File: src/rtl/frame_sync_ctrl.sv
// frame_sync_ctrl: sequences the camera-to-LCD line FIFO (flush, fill, run, drain); optional FSYNC_PIX_MASK_EN adds a registered black-pixel mask
module frame_sync_ctrl #(
  parameter int CNT_W          = 12,
  parameter int FILL_THRESH    = 1024,
  parameter int FLUSH_CYCLES   = 16,
  parameter int VS_ACTIVE_HIGH = 1,
  parameter int ERR_W          = 8
) (
  input  logic             video_clk,
  input  logic             rst_n,
  input  logic             cmos_vsync,
  input  logic [CNT_W-1:0] fifo_rd_count,
  input  logic             fifo_empty,
  input  logic             lcd_de,
  input  logic             lcd_vs,
  output logic             fifo_rst,
  output logic             fifo_rd_en,
  output logic             timing_en,
  output logic             locked,
  output logic [ERR_W-1:0] underflow_cnt,
  output logic [2:0]       state_o,
  output logic             pix_mask
);
  localparam logic ACT = VS_ACTIVE_HIGH != 0;
  localparam int   FW  = $clog2(FLUSH_CYCLES);
  typedef enum logic [2:0] {IDLE = 3'd0, WAIT_VS = 3'd1, FLUSH = 3'd2, FILL = 3'd3, RUN = 3'd4, DRAIN = 3'd5} state_t;
  state_t          state, nxt;
  logic            vs_meta, vs_sync, vs_d, lcd_vs_d, thr_ok;
  logic            frame_start, vs_rise, uflow;
  logic [FW-1:0]   flush_cnt;
  assign frame_start = (vs_d == ACT) && (vs_sync != ACT);
  assign vs_rise     = lcd_vs && !lcd_vs_d;
  assign uflow       = (state == RUN) && lcd_de && fifo_empty;
  assign fifo_rd_en  = (state == RUN) && lcd_de && !fifo_empty;
  assign state_o     = state;
  // camera vsync synchroniser plus edge register, lcd_vs edge register and registered fill compare
  always_ff @(posedge video_clk or negedge rst_n) begin
    if (!rst_n) begin
      vs_meta  <= ~ACT;
      vs_sync  <= ~ACT;
      vs_d     <= ~ACT;
      lcd_vs_d <= 1'b0;
      thr_ok   <= 1'b0;
    end else begin
      vs_meta  <= cmos_vsync;
      vs_sync  <= vs_meta;
      vs_d     <= vs_sync;
      lcd_vs_d <= lcd_vs;
      thr_ok   <= fifo_rd_count >= CNT_W'(FILL_THRESH);
    end
  end
  // next-state decode
  always_comb begin
    nxt = state;
    case (state)
      IDLE:    nxt = WAIT_VS;
      WAIT_VS: nxt = frame_start ? FLUSH : WAIT_VS;
      FLUSH:   nxt = (flush_cnt == '0) ? FILL : FLUSH;
      FILL:    nxt = thr_ok ? RUN : FILL;
      RUN:     nxt = uflow ? DRAIN : RUN;
      DRAIN:   nxt = vs_rise ? WAIT_VS : DRAIN;
      default: nxt = IDLE;
    endcase
  end
  // state register; outputs are registered from the next state so they change together with state_o
  always_ff @(posedge video_clk or negedge rst_n) begin
    if (!rst_n) begin
      state         <= IDLE;
      fifo_rst      <= 1'b1;
      timing_en     <= 1'b0;
      locked        <= 1'b0;
      flush_cnt     <= '0;
      underflow_cnt <= '0;
    end else begin
      state     <= nxt;
      fifo_rst  <= nxt inside {IDLE, WAIT_VS, FLUSH};
      timing_en <= nxt inside {RUN, DRAIN};
      locked    <= nxt == RUN;
      flush_cnt <= (state == FLUSH) ? flush_cnt - 1'b1 : FW'(FLUSH_CYCLES - 1);
      if (uflow && !(&underflow_cnt))
        underflow_cnt <= underflow_cnt + 1'b1;
    end
  end
`ifdef FSYNC_PIX_MASK_EN
  // mask delayed one cycle to line up with the FIFO read data
  always_ff @(posedge video_clk or negedge rst_n) begin
    if (!rst_n) pix_mask <= 1'b0;
    else        pix_mask <= lcd_de && !locked;
  end
`else
  assign pix_mask = 1'b0;
`endif
endmodule

File: config.mk
export PLATFORM = sky130hd
export DESIGN_NAME = frame_sync_ctrl
export DESIGN_NICKNAME = d
export VERILOG_FILES = /design/src/rtl/frame_sync_ctrl.sv
export SDC_FILE = /design/constraint.sdc
export NUM_CORES = 1
export LEC_CHECK = 0
export BUFFER_PORTS_ARGS = -buffer_cell sky130_fd_sc_hd__buf_2
export CAP_MARGIN = 20
export CORE_ASPECT_RATIO = 0.9
export CORE_MARGIN = 1
export CORE_UTILIZATION = 52
export DETAILED_ROUTE_END_ITERATION = 10
export PLACE_DENSITY = 0.94
export SYNTH_ARGS = -nofsm -noshare
export SYNTH_HDL_FRONTEND = slang
export SYNTH_SLANG_ARGS = --single-unit
File: constraint.sdc
create_clock -name video_clk -period 4.3 [get_ports video_clk]
set_input_delay 0.43 -clock video_clk [delete_from_list [all_inputs] [get_ports video_clk]]
set_output_delay 0.43 -clock video_clk [all_outputs]
set_load 0.03 [all_outputs]
After elaboration in Yosys (flattened, before gate mapping)
Index checks and enable logic that the tools add are counted.
W data, S select, Z words.
{ "word_totals": {"elab_cells": 46, "regBits": 23, "inputBits": 18} }
{ "classes": {"n_eq_ne": 9, "bitwise": 1, "n_lt_le_gt_ge": 1, "addsub": 2, "muxes": 7, "reduce_logical": 15} }
{ "ops": {"columns": ["operator", "count"], "rows": [
  ["$pmux W3 S6", 1],
  ["$eq A3 B3 Y1 const B", 4],
  ["$ge A12 B11 Y1 const B", 1],
  ["$eq A3 B2 Y1 const B", 3],
  ["$add A8 B1 Y8 const B", 1],
  ["$reduce_and A8 Y1", 1],
  ["$eq A3 B1 Y1 const B", 2],
  ["$logic_and A1 B1 Y1", 6],
  ["$logic_not A3 Y1", 2],
  ["$mux W3", 2],
  ["$logic_not A4 Y1", 1],
  ["$mux W4", 1],
  ["$sub A4 B1 Y4 const B", 1],
  ["$logic_not A1 Y1", 3],
  ["$reduce_bool A3 Y1", 1],
  ["$mux W1", 2],
  ["$mux W2", 1],
  ["$reduce_bool A2 Y1", 1],
  ["$not A1 Y1", 1]
]} }

Logic depth before layout (Yosys ltp)
{ "depth": {"depth_word": 7, "depth_mapped": 6, "ltp_nobuf": 6} }

Worst setup path before layout
No wires, ideal clock.
{ "synth_timing": {"path_type": "reg-to-output", "startpoint": "reg state[0], in the netlist state_o[0]", "endpoint": "out fifo_rd_en", "required_time_ps": 3870, "setup_slack_ps": 2401, "arrival_time_ps": 1469, "stages_incl_launch_ff": 4, "path_cell_list": "dfrtp_1 > buf_6 > and4bb_2 > nor2b_1"} }
{ "synth_via": {"elab_chain_cells": 3} }
{ "synth_lines": {"columns": ["element", "line", "rtl"], "rows": [
  ["start, declared", "27", "state_t state, nxt;"],
  ["start signal, assigned", "75", "state <= nxt;"],
  ["$eq A3 B3 Y1", "34", "assign fifo_rd_en = (state == RUN) && lcd_de && !fifo_empty;"],
  ["$logic_and A1 B1 Y1 (2 in a row)", "34", null],
  ["end, declared", "17", "output logic fifo_rd_en,"]
]} }
No other way between the ends.

Worst setup path after layout
Same ends and word-level chain as after synthesis.

==> out/results.txt <==
The number of placed instances, taps included, is 133. In the global route stage, overall resource usage came out at 17.2%. The count of cells in the finished layout, fillers not included, comes to 137. CTS placed an instance of sky130_fd_sc_hd__clkbuf_4 at the clock tree root. In this run the critical register-to-register path is launched from state_o[0].

Dividing the detail-routed via count by the number of cells gives 5.04. The floorplan step set the die height to 43.8 µm. The run gives 1 as the H-tree depth.

Once the floorplan was initialized, standard cells occupied 57.6% of the core. Input and output buffers added on the ports amount to 22. Sequential element share of the synthesized area: 57.1%. The final critical delay including setup and external delays came out at 1.96 ns. The flow ran to the end, and the final reports show no timing, DRC or antenna violations. The sum of net half-perimeters after detailed placement came out at 1.23 mm. The clock latency at the later pin of the worst-skew pair was 0.30 ns.

Launching element type of the critical path: a flop. The register bit total from synthesis was 23. The launching element of the worst setup path was state_o[0]. Global-route wire length before repair: 2.67 mm. The final-layout fill cell count was 141. For the leakage power summed over all cells, the log shows 0.582 nW. The pin count of the biggest net entering global routing was 24; the worst clock skew on the final layout was 0.00217 ns.

Per report_power, the sequential group accounts for 50.7% of the total. The clock tree buffer depth was 2; the number of iterations in the first detailed-routing pass was 4. After detailed routing, the average wire length per cell comes to 11.5 µm.

IR analysis of the VDD net gives a maximum drop of 0.259 mV. The synthesized instance count was 89. Number of global-route vias before repair: 612.

The number of clock sinks came out at 23. The maximum fanout encountered on the critical timing path came out at 9. The post-detailed-route count of antenna-violating nets came out at 0.

The number of nets in the synthesized netlist is 110. After detailed routing, the total wire length is 1.57 mm. Hold repair after CTS inserted 0 buffers. The number of antenna diodes in the final layout is 0. Worst hold-check path type: in2async. The internal power of the cells totals 0.358 mW.

The floorplan has 14 rows. Of the total power, the clock network draws 16.0%. The post-route netlist has 27.4% of its cells at a drive strength greater than 1. The die covers 2120 µm². In this run the power spent charging and discharging nets is 0.219 mW. For this design the ratio of total power to cell area is 498 nW/µm². TritonCTS built the clock tree. The combined area of all synthesized cells was 1010 µm². After clock tree synthesis, the repair step resized 0 gates. Setup repair after global routing left no endpoint under its margin. Final cell utilization of the core: 66.1%.

Each instance of the synthesized netlist takes up on average 11.3 µm². TritonCTS created 3 clock buffers. Measured along the x axis, the die boundary spans 48.5 µm. The switching power as a share of total power is 37.9%, and the number of maximum-capacitance violations is 0. The net count of the finished layout is 135.

The clock-pin slew reported for the worst setup and hold paths after clock tree synthesis was 0.11 ns; the remaining global-route overflow was 0. The share of total power dissipated in combinational logic is 33.3%. Final setup TNS: 0 ns. At the end of routability-driven placement, the weighted congestion stood at 0.808.

The logs give 0 for the final number of hold-violating endpoints and 690 for the via total after detailed routing. For this run, the number of Yosys warnings is 0. Synthesis instantiated 34 different standard cells from the library.

In the routed design, unresolved DRC markers number 0. The fraction of the cycle the final worst path needs was 45.7%; the core area was 1750 µm². The kind of end point of the critical path was an output pin.

The critical path arrival was 1.53 ns; the starting DRC count in detailed routing was 8. The count of pins over their slew limit is 0. The setup path with the least slack is of type reg2out. For this design the top-level I/O count stands at 34. The logs give 0.576 mW for the total design power and 0 for the final number of setup-violating endpoints. Leaving out fill and tap cells, the most frequent cells in the layout are sky130_fd_sc_hd__dfrtp_1 (22), sky130_fd_sc_hd__buf_2 (22), sky130_fd_sc_hd__nand2_1 (10). Once the clock tree was built, the setup fixing pass inserted 0 buffers.

The number of antenna violations at the first check in global routing came out at 0. From synthesis to final layout, the design area changed by 14.6%. STA puts the critical path data required time at 3.87 ns. Static timing analysis puts the maximum clock frequency at 509 MHz.
[power groups by stage]
stage          clock, mW  sequential [mW]  combinational, mW
2_1_floorplan          0            0.351             0.0901
3_3_place_gp           0            0.294              0.188
3_5_place_dp           0            0.297              0.192
4_1_cts           0.0978            0.292              0.193
5_1_grt            0.106            0.299              0.208
6_report          0.0924            0.292              0.192
[flip-flops by register name, indices dropped and copies added, names as in the netlist]
signal and count:
flush_cnt 4, vs_d 1, thr_ok 1, lcd_vs_d 1, fifo_rst 1, vs_meta 1
state_o 3, timing_en 1, locked 1, vs_sync 1, underflow_cnt 8
[final cells by class]
class / instances / area, µm² / area share, %
Sequential cell: 23 / 577 / 49.8
Multi-Input combinational cell: 60 / 399 / 34.5
Timing Repair Buffer: 22 / 110 / 9.51
Tap cell: 24 / 30.0 / 2.59
Clock buffer: 4 / 26.3 / 2.27
Inverter: 4 / 15.0 / 1.30
[worst max-delay path, stage by stage (launching register included)]
cell	delay, ns
sky130_fd_sc_hd__dfrtp_1	0.49
sky130_fd_sc_hd__and4bb_2	0.40
sky130_fd_sc_hd__nor2b_1	0.14
sky130_fd_sc_hd__buf_2	0.20
[path summary, 6_finish.rpt]
path                            slack (ns)  cells past startpoint          endpoint
min in group video_clk                0.23                      1           vs_meta
worst max-delay path                  2.34                      3        fifo_rd_en
worst max register to register        2.78                      4  underflow_cnt[1]
worst min-delay path                  0.07                      1          lcd_vs_d
max in group asynchronous             3.88                      1          fifo_rst
worst min register to register        0.37                      0           vs_sync
[metrics by stage]
stage               instance area, µm²  hold WS [ns]  setup WS, ns
floorplan                         1010         0.134          2.40
global placement                  1130         0.333          2.69
finish                            1160        0.0695          2.34
global route                      1160        0.0898          2.26
detailed placement                1130         0.344          2.69
CTS                               1160        0.0758          2.35
[kinds of logic after synthesis]
group,share of synthesized area (%)
muxes,2.48
adders and majority gates,3.72
other,0.371
DFF,57.1
AOI/OAI and AO/OA,5.82
buffers and inverters,3.35
and+or+nand+nor,21.9
xor gates and xnor gates,5.20
[synth_stat cells]
cell                        instances  area share (%)
sky130_fd_sc_hd__dfrtp_1           22              55
sky130_fd_sc_hd__nand2_1           10             3.7
sky130_fd_sc_hd__nor2_1             9             3.3
sky130_fd_sc_hd__xnor2_1            5             4.3
sky130_fd_sc_hd__inv_1              4             1.5
sky130_fd_sc_hd__a21oi_1            3             1.5
sky130_fd_sc_hd__ha_1               3             3.7
sky130_fd_sc_hd__nand3b_1           3             2.2
sky130_fd_sc_hd__a41oi_1            2             1.7
sky130_fd_sc_hd__and3_1             2             1.2
sky130_fd_sc_hd__and4_1             2             1.7
sky130_fd_sc_hd__nor2b_1            2             1.2
sky130_fd_sc_hd__a2bb2oi_1          1            0.87
sky130_fd_sc_hd__and2_1             1            0.62
sky130_fd_sc_hd__and2_4             1            0.87
sky130_fd_sc_hd__and4bb_2           1             1.2
sky130_fd_sc_hd__buf_4              1            0.74
sky130_fd_sc_hd__buf_6              1             1.1
sky130_fd_sc_hd__conb_1             1            0.37
sky130_fd_sc_hd__dfstp_2            1             2.6
sky130_fd_sc_hd__mux2_4             1             1.5
sky130_fd_sc_hd__mux2i_1            1            0.99
sky130_fd_sc_hd__nand2_4            1             1.1
sky130_fd_sc_hd__nand2b_1           1            0.62
sky130_fd_sc_hd__nand3_1            1            0.50
sky130_fd_sc_hd__nand4_1            1            0.62
sky130_fd_sc_hd__nand4b_1           1            0.87
sky130_fd_sc_hd__nor3_1             1            0.50
sky130_fd_sc_hd__nor4b_1            1            0.87
sky130_fd_sc_hd__o211ai_1           1            0.74
sky130_fd_sc_hd__o21ai_0            1            0.50
sky130_fd_sc_hd__o21ai_1            1            0.50
sky130_fd_sc_hd__or2_2              1            0.62
sky130_fd_sc_hd__xor2_1             1            0.87
[per-layer routing]
layer | vias to the layer above | routed length, µm | GRT usage [%]
met5 | - | 0 | 0
met4 | 0 | 0 | 5.29
met3 | 0 | 87 | 6.32
met2 | 21 | 755 | 29.6
met1 | 322 | 732 | 20.6
li1 | 347 | - | -
Note: power is estimated with default switching activity, not from simulation.
